<file path="config.mk">
export PLATFORM = sky130hd
export DESIGN_NAME = alu_cmd_sequencer_flat
export DESIGN_NICKNAME = d
export VERILOG_FILES = /design/src/rtl/alu_cmd_sequencer_if.sv /design/src/rtl/alu_cmd_sequencer.sv /design/src/flat_wrapper.sv
export SDC_FILE = /design/constraint.sdc
export NUM_CORES = 1
export LEC_CHECK = 0
export BUFFER_PORTS_ARGS = -buffer_cell sky130_fd_sc_hd__buf_2
export CAP_MARGIN = 20
export CORE_UTILIZATION = 51
export DETAILED_ROUTE_END_ITERATION = 7
export HOLD_SLACK_MARGIN = 0.05
export MAX_ROUTING_LAYER = met4
export PLACE_DENSITY_LB_ADDON = 0.08
export SYNTH_ARGS = -nofsm -noshare
export SYNTH_HDL_FRONTEND = slang
export SYNTH_SLANG_ARGS = --single-unit
export TNS_END_PERCENT = 1
</file>
<file path="constraint.sdc">
create_clock -name clk -period 4.85 [get_ports clk]
set_clock_uncertainty 0.05 [all_clocks]
set_input_delay 0.485 -clock clk [delete_from_list [all_inputs] [get_ports clk]]
set_output_delay 0.485 -clock clk [all_outputs]
set_load 0.005 [all_outputs]
</file>
<file path="src/rtl/alu_cmd_sequencer_if.sv">
// Bus bundle between the ALU command sequencer and its environment: command, ALU and response channels.
// The master modport is the sequencer; the slave modport is the producer/ALU/consumer side.
interface alu_cmd_sequencer_if #(
  parameter int WIDTH = 32,
  parameter int DEPTH = 4,
  parameter int TAG_W = 4
);
  localparam int OCC_W = $clog2(DEPTH) + 1;

  logic             cmd_valid;
  logic             cmd_ready;
  logic [2:0]       cmd_opcode;
  logic [WIDTH-1:0] cmd_a;
  logic [WIDTH-1:0] cmd_b;
  logic [TAG_W-1:0] cmd_tag;

  logic             alu_issue;
  logic [WIDTH-1:0] alu_a;
  logic [WIDTH-1:0] alu_b;
  logic [2:0]       alu_opcode;
  logic [WIDTH-1:0] alu_result;

  logic             rsp_valid;
  logic             rsp_ready;
  logic [WIDTH-1:0] rsp_result;
  logic [2:0]       rsp_opcode;
  logic [TAG_W-1:0] rsp_tag;

  logic [OCC_W-1:0] occupancy;

  modport master (
    input  cmd_valid, cmd_opcode, cmd_a, cmd_b, cmd_tag, alu_result, rsp_ready,
    output cmd_ready, alu_issue, alu_a, alu_b, alu_opcode,
           rsp_valid, rsp_result, rsp_opcode, rsp_tag, occupancy
  );

  modport slave (
    output cmd_valid, cmd_opcode, cmd_a, cmd_b, cmd_tag, alu_result, rsp_ready,
    input  cmd_ready, alu_issue, alu_a, alu_b, alu_opcode,
           rsp_valid, rsp_result, rsp_opcode, rsp_tag, occupancy
  );
endinterface

</file>
<file path="src/rtl/alu_cmd_sequencer.sv">
// Queues ALU commands, issues one per cycle to a combinational ALU and returns tagged results.
// Optional result self-check enabled by defining ALU_CMD_SEQ_CHECK_EN.
module alu_cmd_sequencer #(
  parameter int WIDTH = 32,
  parameter int DEPTH = 4,
  parameter int TAG_W = 4
) (
  input  logic                 clk,
  input  logic                 rst_n,
  alu_cmd_sequencer_if.master  bus
`ifdef ALU_CMD_SEQ_CHECK_EN
  ,
  output logic                 chk_mismatch,
  output logic [15:0]          chk_err_count
`endif
);
  localparam int PTR_W = $clog2(DEPTH);
  localparam int OCC_W = $clog2(DEPTH) + 1;

  typedef enum logic [1:0] {IDLE, RUN, STALL} state_t;

  state_t           state_q;
  logic [PTR_W-1:0] wr_ptr_q, rd_ptr_q;
  logic [OCC_W-1:0] occ_q, occ_d;
  logic             rsp_valid_q, rsp_valid_d;
  logic [WIDTH-1:0] rsp_result_q;
  logic [2:0]       rsp_opcode_q;
  logic [TAG_W-1:0] rsp_tag_q;

  logic [2:0]       fifo_op_q  [DEPTH];
  logic [WIDTH-1:0] fifo_a_q   [DEPTH];
  logic [WIDTH-1:0] fifo_b_q   [DEPTH];
  logic [TAG_W-1:0] fifo_tag_q [DEPTH];

  logic full, empty, push, issue;

  assign full  = (occ_q == OCC_W'(DEPTH));
  assign empty = (occ_q == '0);
  assign push  = bus.cmd_valid && !full;
  // A response slot is free when empty or being drained this same cycle.
  assign issue = !empty && (!rsp_valid_q || bus.rsp_ready);

  always_comb begin
    occ_d = occ_q;
    case ({push, issue})
      2'b10:   occ_d = occ_q + OCC_W'(1);
      2'b01:   occ_d = occ_q - OCC_W'(1);
      default: occ_d = occ_q;
    endcase
  end

  always_comb begin
    rsp_valid_d = rsp_valid_q;
    if (issue)
      rsp_valid_d = 1'b1;
    else if (rsp_valid_q && bus.rsp_ready)
      rsp_valid_d = 1'b0;
  end

  // Control and response registers
  always_ff @(posedge clk or negedge rst_n) begin
    if (!rst_n) begin
      state_q      <= IDLE;
      wr_ptr_q     <= '0;
      rd_ptr_q     <= '0;
      occ_q        <= '0;
      rsp_valid_q  <= 1'b0;
      rsp_result_q <= '0;
      rsp_opcode_q <= '0;
      rsp_tag_q    <= '0;
    end else begin
      occ_q       <= occ_d;
      rsp_valid_q <= rsp_valid_d;
      if (push)
        wr_ptr_q <= wr_ptr_q + PTR_W'(1);
      if (issue) begin
        rd_ptr_q     <= rd_ptr_q + PTR_W'(1);
        rsp_result_q <= bus.alu_result;
        rsp_opcode_q <= fifo_op_q[rd_ptr_q];
        rsp_tag_q    <= fifo_tag_q[rd_ptr_q];
      end
      case (state_q)
        IDLE:    if (push) state_q <= RUN;
        RUN: begin
          if (rsp_valid_q && !bus.rsp_ready)
            state_q <= STALL;
          else if (occ_d == '0 && !rsp_valid_d && !push)
            state_q <= IDLE;
        end
        STALL:   if (bus.rsp_ready) state_q <= RUN;
        default: state_q <= IDLE;
      endcase
    end
  end

  // Command storage carries no reset; occupancy alone qualifies its contents.
  always_ff @(posedge clk) begin
    if (push) begin
      fifo_op_q[wr_ptr_q]  <= bus.cmd_opcode;
      fifo_a_q[wr_ptr_q]   <= bus.cmd_a;
      fifo_b_q[wr_ptr_q]   <= bus.cmd_b;
      fifo_tag_q[wr_ptr_q] <= bus.cmd_tag;
    end
  end

  assign bus.cmd_ready  = !full;
  assign bus.alu_issue  = issue;
  assign bus.alu_a      = issue ? fifo_a_q[rd_ptr_q]  : '0;
  assign bus.alu_b      = issue ? fifo_b_q[rd_ptr_q]  : '0;
  assign bus.alu_opcode = issue ? fifo_op_q[rd_ptr_q] : 3'b000;
  assign bus.rsp_valid  = rsp_valid_q;
  assign bus.rsp_result = rsp_result_q;
  assign bus.rsp_opcode = rsp_opcode_q;
  assign bus.rsp_tag    = rsp_tag_q;
  assign bus.occupancy  = occ_q;

`ifdef ALU_CMD_SEQ_CHECK_EN
  function automatic logic [WIDTH-1:0] alu_model(input logic [2:0] op,
                                                 input logic [WIDTH-1:0] a,
                                                 input logic [WIDTH-1:0] b);
    case (op)
      3'b000:  return a + b;
      3'b001:  return a - b;
      3'b010:  return {{(WIDTH-1){1'b0}}, (a > b)};
      3'b011:  return {{(WIDTH-1){1'b0}}, (a < b)};
      default: return '0;
    endcase
  endfunction

  function automatic logic [15:0] sat_inc(input logic [15:0] v);
    return (v == 16'hFFFF) ? v : v + 16'd1;
  endfunction

  logic        chk_mismatch_q;
  logic [15:0] chk_err_count_q;
  logic        chk_err;

  assign chk_err = issue &&
                   (bus.alu_result != alu_model(bus.alu_opcode, bus.alu_a, bus.alu_b));

  always_ff @(posedge clk or negedge rst_n) begin
    if (!rst_n) begin
      chk_mismatch_q  <= 1'b0;
      chk_err_count_q <= '0;
    end else if (chk_err) begin
      chk_mismatch_q  <= 1'b1;
      chk_err_count_q <= sat_inc(chk_err_count_q);
    end
  end

  assign chk_mismatch  = chk_mismatch_q;
  assign chk_err_count = chk_err_count_q;
`endif
endmodule
</file>
<file path="src/flat_wrapper.sv">
// flat-port wrapper written by rule: the top's interface ports become plain ports
module alu_cmd_sequencer_flat 
#(
  parameter int WIDTH = 32,
  parameter int DEPTH = 4,
  parameter int TAG_W = 4
)
  (clk, rst_n, bus_cmd_valid, bus_cmd_opcode, bus_cmd_a, bus_cmd_b, bus_cmd_tag, bus_alu_result, bus_rsp_ready, bus_cmd_ready, bus_alu_issue, bus_alu_a, bus_alu_b, bus_alu_opcode, bus_rsp_valid, bus_rsp_result, bus_rsp_opcode, bus_rsp_tag, bus_occupancy);
  alu_cmd_sequencer_if #(.WIDTH(WIDTH), .DEPTH(DEPTH), .TAG_W(TAG_W)) bus_i ();
  input  logic clk;
  input  logic rst_n;
  input wire logic [$bits(bus_i.cmd_valid)-1:0] bus_cmd_valid;
  input wire logic [$bits(bus_i.cmd_opcode)-1:0] bus_cmd_opcode;
  input wire logic [$bits(bus_i.cmd_a)-1:0] bus_cmd_a;
  input wire logic [$bits(bus_i.cmd_b)-1:0] bus_cmd_b;
  input wire logic [$bits(bus_i.cmd_tag)-1:0] bus_cmd_tag;
  input wire logic [$bits(bus_i.alu_result)-1:0] bus_alu_result;
  input wire logic [$bits(bus_i.rsp_ready)-1:0] bus_rsp_ready;
  output wire logic [$bits(bus_i.cmd_ready)-1:0] bus_cmd_ready;
  output wire logic [$bits(bus_i.alu_issue)-1:0] bus_alu_issue;
  output wire logic [$bits(bus_i.alu_a)-1:0] bus_alu_a;
  output wire logic [$bits(bus_i.alu_b)-1:0] bus_alu_b;
  output wire logic [$bits(bus_i.alu_opcode)-1:0] bus_alu_opcode;
  output wire logic [$bits(bus_i.rsp_valid)-1:0] bus_rsp_valid;
  output wire logic [$bits(bus_i.rsp_result)-1:0] bus_rsp_result;
  output wire logic [$bits(bus_i.rsp_opcode)-1:0] bus_rsp_opcode;
  output wire logic [$bits(bus_i.rsp_tag)-1:0] bus_rsp_tag;
  output wire logic [$bits(bus_i.occupancy)-1:0] bus_occupancy;
  assign bus_i.cmd_valid = bus_cmd_valid;
  assign bus_i.cmd_opcode = bus_cmd_opcode;
  assign bus_i.cmd_a = bus_cmd_a;
  assign bus_i.cmd_b = bus_cmd_b;
  assign bus_i.cmd_tag = bus_cmd_tag;
  assign bus_i.alu_result = bus_alu_result;
  assign bus_i.rsp_ready = bus_rsp_ready;
  assign bus_cmd_ready = bus_i.cmd_ready;
  assign bus_alu_issue = bus_i.alu_issue;
  assign bus_alu_a = bus_i.alu_a;
  assign bus_alu_b = bus_i.alu_b;
  assign bus_alu_opcode = bus_i.alu_opcode;
  assign bus_rsp_valid = bus_i.rsp_valid;
  assign bus_rsp_result = bus_i.rsp_result;
  assign bus_rsp_opcode = bus_i.rsp_opcode;
  assign bus_rsp_tag = bus_i.rsp_tag;
  assign bus_occupancy = bus_i.occupancy;
  alu_cmd_sequencer #(.WIDTH(WIDTH), .DEPTH(DEPTH), .TAG_W(TAG_W)) u_core (.clk(clk), .rst_n(rst_n), .bus(bus_i));
endmodule
</file>
Word-level counts from Yosys, hierarchy flattened
Memories as Yosys holds them, arrays and structs flattened. A register that Yosys moved wholly into a read port is not among the register bits.
Cells that the tools add are included.
- logic and storage cells: 36
- output and inout port bits: 112
- input port bits: 107
- memories: 4
- RAM bits: 284
- register bits: 43
- eq/ne operators: 3
- add/sub/neg operators: 4
- reduce and logical (&&, ||, !) cells: 11
- muxes and demuxes: 8
- memory list (memory ; words ; bits a word ; read ports ; clocked after memory_dff ; write ports ; RTL line ; text):
    u_core.fifo_a_q ; 4 ; 32 ; 1 ; 0 ; 1 ; alu_cmd_sequencer.sv:31 ; logic [WIDTH-1:0] fifo_a_q [DEPTH];
    u_core.fifo_b_q ; 4 ; 32 ; 1 ; 0 ; 1 ; alu_cmd_sequencer.sv:32 ; logic [WIDTH-1:0] fifo_b_q [DEPTH];
    u_core.fifo_tag_q ; 4 ; 4 ; 1 ; 1 ; 1 ; alu_cmd_sequencer.sv:33 ; logic [TAG_W-1:0] fifo_tag_q [DEPTH];
    u_core.fifo_op_q ; 4 ; 3 ; 1 ; 0 ; 1 ; alu_cmd_sequencer.sv:30 ; logic [2:0] fifo_op_q [DEPTH];
- operators by type and width (cell ; number):
    $mux 32 ; 2
    $pmux 3 s2 ; 1
    $add 2x1->2 const B ; 2
    $logic_not 1->1 ; 4
    $mux 1 ; 4
    $reduce_bool 2->1 ; 2
    $add 3x1->3 const B ; 1
    $eq 3x3->1 const B ; 1
    $logic_and 1x1->1 ; 3
    $logic_not 3->1 ; 1
    $mux 3 ; 1
    $sub 3x1->3 const B ; 1
    $eq 2x1->1 const B ; 1
    $eq 2x2->1 const B ; 1
    $logic_or 1x1->1 ; 1

Longest topological paths before layout
Gate-level depths: netlist (run 1).
- depth in word-level cells: 5
- gate-level depth with buffers: 10
- gate-level depth less buffers: 8

Worst setup path after synthesis (run 1)
Ideal clock, no wire load.
- kind: reg2reg
- start: register u_core.occ_q[2], in the netlist u_core.bus.occupancy[2]
- end: memory u_core.fifo_a_q[0][0] (enable)
- arrival time: 2.374 ns
- clock period less this slack: 2.861 ns
- path buffers: 0
- path slack: 1.989 ns
- cell stages (with the launch flop): 3
- setup time: 0.437 ns
- data required time: 4.363 ns
- path through: dfrtp_1 -> or3b_1 -> and3_1
- word-level cells in the longest chain between the ends: 5
- RTL lines (element ; RTL line ; text):
    from (decl) ; alu_cmd_sequencer.sv:24 ; logic [OCC_W-1:0] occ_q, occ_d;
    from (signal assigned) ; alu_cmd_sequencer.sv:66 ; occ_q <= '0;
    from (signal assigned) ; alu_cmd_sequencer.sv:72 ; occ_q <= occ_d;
    $eq 3x3->1 ; alu_cmd_sequencer.sv:37 ; assign full = (occ_q == OCC_W'(DEPTH));
    $logic_not 1->1 ; - ;
    via bus_cmd_ready ; flat_wrapper.sv:19 ; output wire logic [$bits(bus_i.cmd_ready)-1:0] bus_cmd_ready;
    $logic_and 1x1->1 ; alu_cmd_sequencer.sv:39 ; assign push = bus.cmd_valid && !full;
    $mux 1 ; alu_cmd_sequencer.sv:98 ; if (push) begin
    $mux 1 (implied by the code) ; alu_cmd_sequencer.sv:100 ; fifo_a_q[wr_ptr_q] <= bus.cmd_a;
    to (decl) ; alu_cmd_sequencer.sv:31 ;
The timed path passes the listed nets, and every way through them passes these cells.

Worst setup path in the final report (run 1)
- start: register u_core.rd_ptr_q[0]
- end: output bus_alu_b[7]
- word-level cells in the longest chain between the ends: 2
- RTL lines (element ; RTL line ; text):
    from (decl) ; alu_cmd_sequencer.sv:23 ; logic [PTR_W-1:0] wr_ptr_q, rd_ptr_q;
    from (signal assigned) ; alu_cmd_sequencer.sv:77 ; rd_ptr_q <= rd_ptr_q + PTR_W'(1);
    $mem_v2 4x32 ; - ;
    $mux 32 ; alu_cmd_sequencer.sv:109 ; assign bus.alu_b = issue ? fifo_b_q[rd_ptr_q] : '0;
    to (decl) ; flat_wrapper.sv:22 ; output wire logic [$bits(bus_i.alu_b)-1:0] bus_alu_b;
Every way passes these cells.

==> key figures, run 1 <==
Logic synthesis
  – Largest area contributor in the netlist: edfxtp_1
  – Cells after Synth: 572
  – Post-Syn Nets: 685
  – Sequential share of the synthesized area: 76.2%
  – Post-synthesis cell type count: 25
  – Yosys warnings: 0
  – Post-synth design cell area: 12,700 µm²
  – Synth top area cells: edfxtp_1 67%, mux4_2 13%, dfrtp_1 9.2%
  – Mean post-synth cell area: 22.3 µm²
  – Seq cells post-synth: 331
  – Synth top area share: 67.0%

Setup path
  – Worst-path maximum fanout: 38
  – Critical path's top delay family: flip-flops
  – Worst-path cell chain: buf_4 -> mux4_2 -> and3_1 -> buf_2
  – Crit path DAT: 2.72 ns
  – Crit. End Element: output pin
  – Slowest stage delay, CP: 0.91 ns
  – Critical path class: flop to output pin
  – Slowest-stage cell, CP: dfrtp_4
  – Crit path buffers/inverters: 2
  – Worst Setup Start Kind: flop
  – Worst Path Required: 4.32 ns

Global routing
  – Global-route wire length before repair: 39,900 µm
  – Largest net degree at the start of global routing: 73
  – Vias in the first global route: 6,892
  – Total GRT Usage: 21.3%
  – Aggregate global routing overflow: 0
  – Initial antenna violation count: 3

Layout
  – Most common cell after layout, fill and taps aside: edfxtp_1
  – Most frequent cells in the layout: 284 x edfxtp_1, 218 x buf_2, 71 x mux4_2
  – Share of cells above drive strength 1: 48.3%
  – P&R area growth vs syn: 20.3%
  – Fill count: 1,778
  – Final net count: 918

Power
  – Maximum vdd drop: 0.388 mV
  – Sw Share: 27.5%
  – Sequential Power Share: 44.6%
  – P_int: 6870 µW
  – Static Leak: 0.00591 µW
  – Combinational share of power: 27.1%
  – Net Switching: 2610 µW
  – Power density over cell area: 619 nW/µm²
  – Clk pwr share: 28.2%

Placement
  – Hpwl dp: 15,000 µm
  – IO Port Bufs: 218
  – GP Congestion: 0.795
  – DP Worst Slack: 1.93 ns

Route
  – Post-route ant nets: 0
  – WL/cell: 22.0 µm
  – Via/cell ratio: 5.45
  – First DRT Iteration DRCs: 365
  – DRT Pass-1 Iters: 4
  – DR vias: 6,307
  – Routed wire length: 25,400 µm
  – DRC violations left: 0

STA
  – Rel. slew slack: 25.4%
  – Period Utilization, post-route: 67.0%
  – Post-layout minimum cycle time: 3.25 ns
  – RSZ-0062 raised after global routing: no
  – # setup viols final: 0
  – Final hold viol count: 0
  – Slew at the pin with the worst max-slew slack: 1.12 ns
  – Fin worst setup slack: 1.60 ns
  – Fmax: 0.308 GHz
  – Setup_tns: 0 ns
  – Fin. max-slew vios: 0

Floorplanning
  – Die X: 160 µm
  – Die Y: 160 µm
  – # IOs: 219
  – Die area: 25,600 µm²
  – Rows: 57
  – Core ar.: 24,400 µm²
  – Starting density of the core: 52.2%

Min path
  – Worst min path class: input pin to flop

CTS
  – Root Driver: clkbuf_16
  – Cts repair resizes: 0
  – H-tree depth: 2
  – Clk buf depth: 3
  – Sink Count: 331
  – CTS tree: yes
  – Clk pin slew, worst setup/hold paths: 0.06 ns
  – Total CTS buffers: 36
  – Latest clock arrival within the worst-skew pair: 0.51 ns

Run
  – Max Cap Viol: 0

Outcome
  – Outcome: completed
-- kinds of logic (layout without fill, tap and decap cells) --
| kind of cell | count (synthesis) | in the layout | share of synthesized area, % |
|---|---|---|---|
| compound gates | 3 | 3 | 0.206 |
| xor+xnor | 6 | 6 | 0.413 |
| fa+ha+maj | 6 | 6 | 0.649 |
| buf+inv | 38 | 296 | 1.77 |
| flops | 331 | 331 | 76.2 |
| mux | 109 | 109 | 16.8 |
| other cells | 0 | 3 | 0 |
| simple gates | 79 | 79 | 3.98 |
-- through the flow --
step                power [µW]  cells  utilization (%)  hold slack (ns)  area, µm²
global route              9980   1157             62.8            0.123      15300
floorplan                 5930    572                -            0.139      12700
finish                    9480   1157             62.8            0.140      15300
detailed placement        6930   1090             57.9            0.352      14100
global placement          6860   1090             57.9            0.342      14100
CTS                       9620   1154             62.8            0.119      15300
-- sequential cells by signal (all words and copies together) (netlist names) --
signal and count:
u_core.wr_ptr_q 2, u_core.bus.rsp_valid 1, u_core.fifo_tag_q 16, u_core.fifo_op_q 12, u_core.bus.rsp_result 32, u_core.fifo_a_q 128, u_core.bus.occupancy 3, u_core.bus.rsp_opcode 3
u_core.rd_ptr_q 2, u_core.fifo_b_q 128, u_core.bus.rsp_tag 4
-- cells in the mapped netlist --
| library cell | n |
|---|---|
| mux2_4 | 29 |
| clkbuf_1 | 19 |
| xor2_1 | 1 |
| edfxtp_1 | 284 |
| buf_4 | 2 |
| buf_6 | 1 |
| inv_1 | 3 |
| fa_1 | 1 |
| nand3_1 | 1 |
| nor2_1 | 1 |
| nand2_8 | 1 |
| buf_2 | 9 |
| buf_12 | 3 |
| and2_1 | 1 |
| or3b_1 | 1 |
| or3_1 | 1 |
| ha_1 | 5 |
| and3_1 | 71 |
| mux4_2 | 71 |
| mux2_2 | 9 |
| dfrtp_1 | 47 |
| inv_8 | 1 |
| nand2b_1 | 2 |
| a21o_2 | 3 |
| xnor2_1 | 5 |
-- per-layer routing --
metal / wire length [µm] / vias to the layer above / GRT usage, %
li1: - / 2815 / -
met1: 11000 / 3231 / 28.0
met2: 12300 / 227 / 33.6
met3: 1650 / 34 / 5.01
met4: 425 / 0 / 5.54
met5: 0 / - / -
-- worst register-to-register path, cell delays in order (launching register included) --
cell and delay (ns):
dfrtp_1 0.45, or3_2 0.47, buf_4 0.38, nand2_8 0.22, inv_8 0.15, ha_1 0.32, fa_1 0.39, xnor2_1 0.14
nor2_1 0.11, xor2_1 0.15
-- power groups by stage --
stage / Clock, µW / Combinational [µW] / Sequential, µW
after floorplan: 0 / 1870 / 4060
after global placement: 0 / 2590 / 4260
after detailed placement: 0 / 2630 / 4300
after CTS: 2730 / 2640 / 4250
after global routing: 2850 / 2810 / 4320
final: 2680 / 2570 / 4230
-- final timing paths --
path	start	endpoint	slack (ns)	depth (start not counted)
min in group asynchronous	rst_n	u_core.bus.occupancy[2]$_DFFE_PN0P_	0.37	2
max	u_core.rd_ptr_q[0]$_DFFE_PN0P_	bus_alu_b[7]	1.60	4
max in group asynchronous	rst_n	u_core.rd_ptr_q[0]$_DFFE_PN0P_	3.57	3
max reg2reg	u_core.bus.occupancy[0]$_DFFE_PN0P_	u_core.bus.occupancy[2]$_DFFE_PN0P_	1.96	9
min	bus_cmd_a[8]	u_core.fifo_a_q[1][8]$_DFFE_PP_	0.14	1
min reg2reg	u_core.bus.rsp_opcode[1]$_DFFE_PN0P_	u_core.bus.rsp_opcode[1]$_DFFE_PN0P_	0.44	1
-- layout make-up --
type | instances | area (µm²) | share of cell area, %
Sequential cell | 331 | 9710 | 63.4
Clock buffer | 47 | 983 | 6.42
Antenna cell | 3 | 7.51 | 0.0490
Multi-Input combinational cell | 203 | 2830 | 18.5
Tap cell | 324 | 405 | 2.65
Inverter | 4 | 22.5 | 0.147
Timing Repair Buffer | 229 | 1180 | 7.68
Clock inverter | 16 | 186 | 1.22
-- timing repair --
item,in CTS,in global routing
hold buffers,1,0
setup buffers,0,0
endpoints found under the hold margin,13,0
(Power assumes the default switching activity.)
==> run 2: changes to the inputs <==
- clock period: 4.85 -> 3.3 ns (I/O delays scaled with it)
==> run 2 against run 1 <==
Global-route usage is 0.17 points higher. Register-to-register slack worse by 1.1 ns. Clock power is 33% higher. Largest cell class unchanged. Critical path type unchanged. Hold slack better by 0.083 ns. Non-clock buffer count is 108 higher.
==> key figures, run 2 (synthesized netlist as in run 1, its figures left out) <==
Global routing
  – Initial antenna violation count: 3 (unchanged)
  – Largest net degree at the start of global routing: 70 (-4.1%)
  – Met2 usage: 35.9% (+2.3 points)
  – Met3 GRT Util: 4.47% (-0.55 points)
  – Met1 Use GR: 26.9% (-1.1 points)
  – Global-route wire length before repair: 40,500 µm (+1.3%)
  – Total GRT Usage: 21.4% (+0.17 points)
  – Aggregate global routing overflow: 0 (unchanged)
  – Gr busiest metal: met2
  – Vias in the first global route: 7,301 (+5.9%)

Power
  – Clk pwr share: 25.8% (-2.4 points)
  – Maximum vdd drop: 0.684 mV (+76%)
  – Power density over cell area: 844 nW/µm² (+36%)
  – Static Leak: 0.00632 µW (+7.0%)
  – Final Power: 13,800 µW (+45%)
  – Net Switching: 3810 µW (+46%)
  – Sequential Power Share: 43.2% (-1.4 points)
  – Combinational share of power: 31.0% (+3.9 points)
  – Sw Share: 27.6% (+0.11 points)
  – P_int: 9980 µW (+45%)

Route
  – DR vias: 6,736 (+6.8%)
  – Via/cell ratio: 5.35 (-1.9%)
  – DRC violations left: 0 (unchanged)
  – WL/cell: 20.7 µm (-5.9%)
  – Routed wire length: 26,100 µm (+2.4%)
  – DRT Pass-1 Iters: 4 (unchanged)
  – Post-route ant nets: 0 (unchanged)
  – First DRT Iteration DRCs: 409 (+12%)

CTS
  – Sink Count: 331 (unchanged)
  – H-tree depth: 2 (unchanged)
  – Clk pin slew, worst setup/hold paths: 0.06 ns (about the same)
  – CTS tree: yes
  – Latest clock arrival within the worst-skew pair: 0.49 ns (-0.02 ns)
  – Total CTS buffers: 36 (unchanged)
  – Clk buf depth: 3 (unchanged)
  – Cts repair resizes: 0 (unchanged)
  – Root Driver: clkbuf_16

Setup path
  – R2R setup slack: 0.84 ns (-1.12 ns)
  – Setup crit end: bus_alu_opcode[2]
  – Worst-path maximum fanout: 69 (+82%)
  – Worst-path cell chain: or3_2 -> buf_4 -> and3_1 -> buf_2
  – Worst Path Required: 2.92 ns (-1.40 ns)
  – Critical R2R Capture: u_core.bus.occupancy[2]$_DFFE_PN0P_
  – Worst r2r src: u_core.bus.occupancy[0]$_DFFE_PN0P_
  – Critical path class: flop to output pin
  – Worst Setup Start Kind: flop
  – Slowest stage delay, CP: 0.55 ns (-0.36 ns)
  – Worst Reg-to-Reg Cells: 8 (-1)
  – Crit. End Element: output pin
  – Crit path DAT: 2.32 ns (-0.40 ns)
  – Slowest-stage cell, CP: or3_2
  – Worst setup path startpoint: u_core.bus.occupancy[0]$_DFFE_PN0P_

STA
  – Fmax: 0.370 GHz
  – Slew at the pin with the worst max-slew slack: 0.907 ns (-0.212 ns)
  – Post-layout minimum cycle time: 2.70 ns
  – RSZ-0062 raised after global routing: no
  – Setup_tns: 0 ns (unchanged)
  – Fin. max-slew vios: 0 (unchanged)
  – Rel. slew slack: 39.6% (+14 points)
  – Fin worst setup slack: 0.595 ns (-1.00 ns)
  – Hold Slack: 0.222 ns (+0.0828 ns)
  – Final hold viol count: 0 (unchanged)
  – # setup viols final: 0 (unchanged)
  – Period Utilization, post-route: 82.0%

Layout
  – Final net count: 1,026 (+12%)
  – P&R area growth vs syn: 28.3%
  – Share of cells above drive strength 1: 42.7% (-5.6 points)
  – Most common cell after layout, fill and taps aside: edfxtp_1
  – Most frequent cells in the layout: 284 x edfxtp_1, 218 x buf_2, 104 x dlygate4sd3_1

Placement
  – IO Port Bufs: 218 (unchanged)
  – DP Worst Slack: 0.841 ns (-1.09 ns)
  – Hpwl dp: 14,900 µm (-0.50%)
  – GP Congestion: 0.801 (+0.78%)

Floorplanning
  – Die area: 25,600 µm² (unchanged)
  – Core ar.: 24,400 µm² (unchanged)
  – # IOs: 219 (unchanged)
  – Rows: 57 (unchanged)
  – Die X: 160 µm (unchanged)
  – Starting density of the core: 52.2% (unchanged)
  – Die Y: 160 µm (unchanged)

Min path
  – Worst min path class: input pin to flop

Run
  – Max Cap Viol: 0 (unchanged)

Outcome
  – Outcome: completed
[run 2: what timing repair did]
item	4_1_cts	5_1_grt
endpoints found under the setup margin	0	0
hold endpoints to repair	354	0
buffers inserted	0	0
hold buffers	104	0
[run 2: worst max-delay path: cells and delay by family (launching register included)]
| family | cells | cell delay, ns |
|---|---|---|
| buffers and inverters | 2 | 0.54 |
| AND/OR/NAND/NOR | 2 | 0.84 |
| flip-flops | 1 | 0.44 |
[run 2: area by class of cell]
type	instances	area, µm²
Sequential cell	331	9710
Fill cell	1713	8050
Multi-Input combinational cell	203	2830
Timing Repair Buffer	337	2330
Clock buffer	50	975
Tap cell	324	405
Clock inverter	7	58.8
Inverter	4	22.5
Antenna cell	3	7.51
[run 2: power groups by stage]
stage               Combinational [µW]  Clock, µW  Sequential (µW)
CTS                               4380       3650             5960
detailed placement                4260          0             6040
finish                            4270       3560             5960
floorplan                         2750          0             5970
global placement                  4230          0             5970
global route                      4640       3810             6040
[run 2: per-layer routing]
| layer | up-vias | share of wire [%] |
|---|---|---|
| met2 | 209 | 51 |
| met4 | 0 | 1.7 |
| met3 | 33 | 5.4 |
| li1 | 3026 | - |
| met5 | - | 0 |
| met1 | 3468 | 42 |
[run 2: metrics by stage]
stage	utilization, %	std cells	cell area [µm²]
after floorplan	-	572	12700
after global placement	58.5	1095	14300
after detailed placement	58.5	1095	14300
after CTS	67.0	1256	16300
after global routing	67.0	1259	16300
final	67.0	1259	16300
[run 2: worst min-delay path by stage]
stage / from / end / slack (ns) / depth (start not counted)
after floorplan: rst_n / u_core.bus.occupancy[0]$_DFFE_PN0P_ / -0.02 / 0
after global placement: u_core.bus.rsp_opcode[0]$_DFFE_PN0P_ / u_core.bus.rsp_opcode[0]$_DFFE_PN0P_ / 0.42 / 1
after detailed placement: u_core.bus.rsp_opcode[0]$_DFFE_PN0P_ / u_core.bus.rsp_opcode[0]$_DFFE_PN0P_ / 0.43 / 1
after CTS: bus_cmd_valid / u_core.wr_ptr_q[0]$_DFFE_PN0P_ / 0.21 / 3
after global routing: bus_cmd_valid / u_core.wr_ptr_q[0]$_DFFE_PN0P_ / 0.25 / 3
final: bus_cmd_valid / u_core.wr_ptr_q[0]$_DFFE_PN0P_ / 0.22 / 3
==> run 3: changes to the inputs <==
- clock period: 3.3 -> 2.69 ns (I/O delays scaled with it)
==> run 3 against run 2 <==
First-iteration DRC count up 2.4%. Sequential power up 23%. Sequential share of layout area down 0.63 points. Power up 26%. Via count up 1.7%. Cell count up 1.2%. Setup slack worse by 0.49 ns. Critical path depth unchanged. Critical path type unchanged. Largest power group unchanged.
==> key figures, run 3 (synthesized netlist as in run 1, its figures left out) <==
Floorplanning
  – Rows: 57 (unchanged)
  – Die Y: 160 µm (unchanged)
  – # IOs: 219 (unchanged)
  – Die X: 160 µm (unchanged)
  – Die area: 25,600 µm² (unchanged)
  – Core ar.: 24,400 µm² (unchanged)
  – Starting density of the core: 52.2% (unchanged)

Global routing
  – Aggregate global routing overflow: 0 (unchanged)
  – Total GRT Usage: 22.2% (+0.80 points)
  – Global-route wire length before repair: 42,000 µm (+3.9%)
  – Initial antenna violation count: 2 (-1)
  – Largest net degree at the start of global routing: 70 (unchanged)
  – Vias in the first global route: 7,576 (+3.8%)

Setup path
  – Worst r2r src: u_core.bus.occupancy[0]$_DFFE_PN0P_
  – Critical path class: flop to output pin
  – Crit path DAT: 2.27 ns (-0.05 ns)
  – Worst Reg-to-Reg Cells: 8 (unchanged)
  – Crit. End Element: output pin
  – Worst Setup Start Kind: flop
  – Critical R2R Capture: u_core.bus.occupancy[2]$_DFFE_PN0P_
  – Worst-path maximum fanout: 69 (unchanged)
  – Worst Path Required: 2.37 ns (-0.55 ns)
  – R2R setup slack: 0.24 ns (-0.60 ns)

Layout
  – Most common cell after layout, fill and taps aside: edfxtp_1
  – Final instance area: 16,500 µm² (+1.1%)
  – Final Instance Count excl. Fillers: 1,274 (+1.2%)
  – Most frequent cells in the layout: 284 x edfxtp_1, 218 x buf_2, 104 x dlygate4sd3_1
  – Share of cells above drive strength 1: 43.7% (+1.0 points)
  – Fill count: 1,663 (-2.9%)
  – Final net count: 1,037 (+1.1%)
  – P&R area growth vs syn: 29.7%

Min path
  – WHS Endpoint: u_core.wr_ptr_q[0]$_DFFE_PN0P_
  – Worst hold start: bus_cmd_valid
  – Worst min path class: input pin to flop
  – WHS Path Cells: 3 (unchanged)

Power
  – Final Power: 17,300 µW (+26%)
  – Sw Share: 27.8% (+0.12 points)
  – Clk pwr share: 26.6% (+0.8 points)
  – P_int: 12,500 µW (+26%)
  – Maximum vdd drop: 0.586 mV (-14%)
  – Combinational share of power: 31.0% (about the same)
  – Static Leak: 0.00642 µW (+1.6%)
  – Net Switching: 4810 µW (+26%)
  – Power density over cell area: 1050 nW/µm² (+24%)
  – Sequential Power Share: 42.4% (-0.8 points)

STA
  – Fmax: 0.387 GHz
  – Fin. max-slew vios: 0 (unchanged)
  – Rel. slew slack: 48.2% (+8.6 points)
  – Hold Slack: 0.186 ns (-0.0368 ns)
  – Post-layout minimum cycle time: 2.59 ns
  – Period Utilization, post-route: 96.1%
  – RSZ-0062 raised after global routing: no
  – Slew at the pin with the worst max-slew slack: 0.778 ns (-0.129 ns)
  – Final hold viol count: 0 (unchanged)
  – Setup_tns: 0 ns (unchanged)
  – # setup viols final: 0 (unchanged)

CTS
  – Latest clock arrival within the worst-skew pair: 0.50 ns (about the same)
  – Clk pin slew, worst setup/hold paths: 0.05 ns (about the same)
  – Total CTS buffers: 37 (+2.8%)
  – H-tree depth: 2 (unchanged)
  – Sink Count: 331 (unchanged)
  – CTS tree: yes
  – Clk buf depth: 3 (unchanged)
  – Root Driver: clkbuf_16

Placement
  – GP Congestion: 0.848 (+5.9%)
  – IO Port Bufs: 218 (unchanged)
  – Placed inst area: 14,300 µm² (+0.21%)
  – Placed cells: 1,099 (+0.37%)
  – Hpwl dp: 15,400 µm (+3.6%)

Route
  – Post-route ant nets: 0 (unchanged)
  – WL/cell: 21.0 µm (+1.5%)
  – Routed wire length: 26,800 µm (+2.7%)
  – First DRT Iteration DRCs: 419 (+2.4%)
  – DRT Pass-1 Iters: 4 (unchanged)
  – Via/cell ratio: 5.38 (+0.47%)
  – DRC violations left: 0 (unchanged)
  – DR vias: 6,848 (+1.7%)

Outcome
  – Outcome: completed

Run
  – Max Cap Viol: 0 (unchanged)
run 3: changes by cell type in the layout (fill, tap and decap cells not counted):
cell	change
clkinv_1	+2
clkbuf_8	+5
buf_6	+1
buf_16	+1
buf_4	+8
clkinvlp_4	+1
clkbuf_1	-2
diode_2	-2
clkinv_2	+1
run 3: routing by layer:
metal | track usage (%) | wire length [µm]
met1 | 28.2 | 11400
met2 | 37.2 | 13500
met3 | 3.74 | 1290
met4 | 6.49 | 561
met5 | - | 0
run 3: repair_timing:
| action | CTS | global route |
|---|---|---|
| buffers inserted | 0 | 6 |
| hold buffers | 104 | 0 |
| endpoints found under the setup margin | 3 | 5 |
| endpoints found under the hold margin | 349 | 0 |
| gates resized for setup | 1 | 1 |
run 3: worst max-delay path by stage:
stage	from	end	slack [ns]	cells after the start
2_1_floorplan	u_core.bus.occupancy[2]$_DFFE_PN0P_	u_core.fifo_a_q[1][0]$_DFFE_PP_	-0.17	2
3_3_place_gp	u_core.bus.occupancy[0]$_DFFE_PN0P_	u_core.bus.occupancy[2]$_DFFE_PN0P_	0.28	8
3_5_place_dp	u_core.bus.occupancy[0]$_DFFE_PN0P_	u_core.bus.occupancy[2]$_DFFE_PN0P_	0.23	8
4_1_cts	u_core.rd_ptr_q[0]$_DFFE_PN0P_	bus_alu_a[31]	0.003	4
5_1_grt	u_core.rd_ptr_q[0]$_DFFE_PN0P_	bus_alu_a[31]	0.03	4
6_report	u_core.bus.occupancy[0]$_DFFE_PN0P_	bus_alu_opcode[2]	0.10	4
run 3: critical path, stage by stage, from the launching register on:
cell and delay (ns):
dfrtp_1 0.44, or3_2 0.56, buf_6 0.28, and3_1 0.29, buf_2 0.14
run 3: power by group through the flow:
stage / registers (µW) / logic [µW] / clock network [µW]
after detailed placement: 7530 / 5170 / 0
final: 7350 / 5380 / 4610
after global placement: 7430 / 5120 / 0
after global routing: 7460 / 5820 / 4900
after floorplan: 7310 / 3370 / 0
after CTS: 7420 / 5320 / 4700
run 3: area by class of cell:
| cell class | instances | area [µm²] | area share [%] |
|---|---|---|---|
| Antenna cell | 1 | 2.50 | 0.0152 |
| Clock buffer | 53 | 1040 | 6.27 |
| Clock inverter | 11 | 78.8 | 0.477 |
| Inverter | 4 | 22.5 | 0.136 |
| Multi-Input combinational cell | 203 | 2830 | 17.1 |
| Sequential cell | 331 | 9710 | 58.8 |
| Tap cell | 324 | 405 | 2.45 |
| Timing Repair Buffer | 347 | 2430 | 14.7 |
run 3: stage by stage:
| step | util (%) | setup slack (ns) |
|---|---|---|
| final | 67.7 | 0.104 |
| after global routing | 67.7 | 0.0253 |
| after CTS | 67.4 | 0.00335 |
| after detailed placement | 58.6 | 0.226 |
| after global placement | 58.6 | 0.282 |
| after floorplan | - | -0.171 |
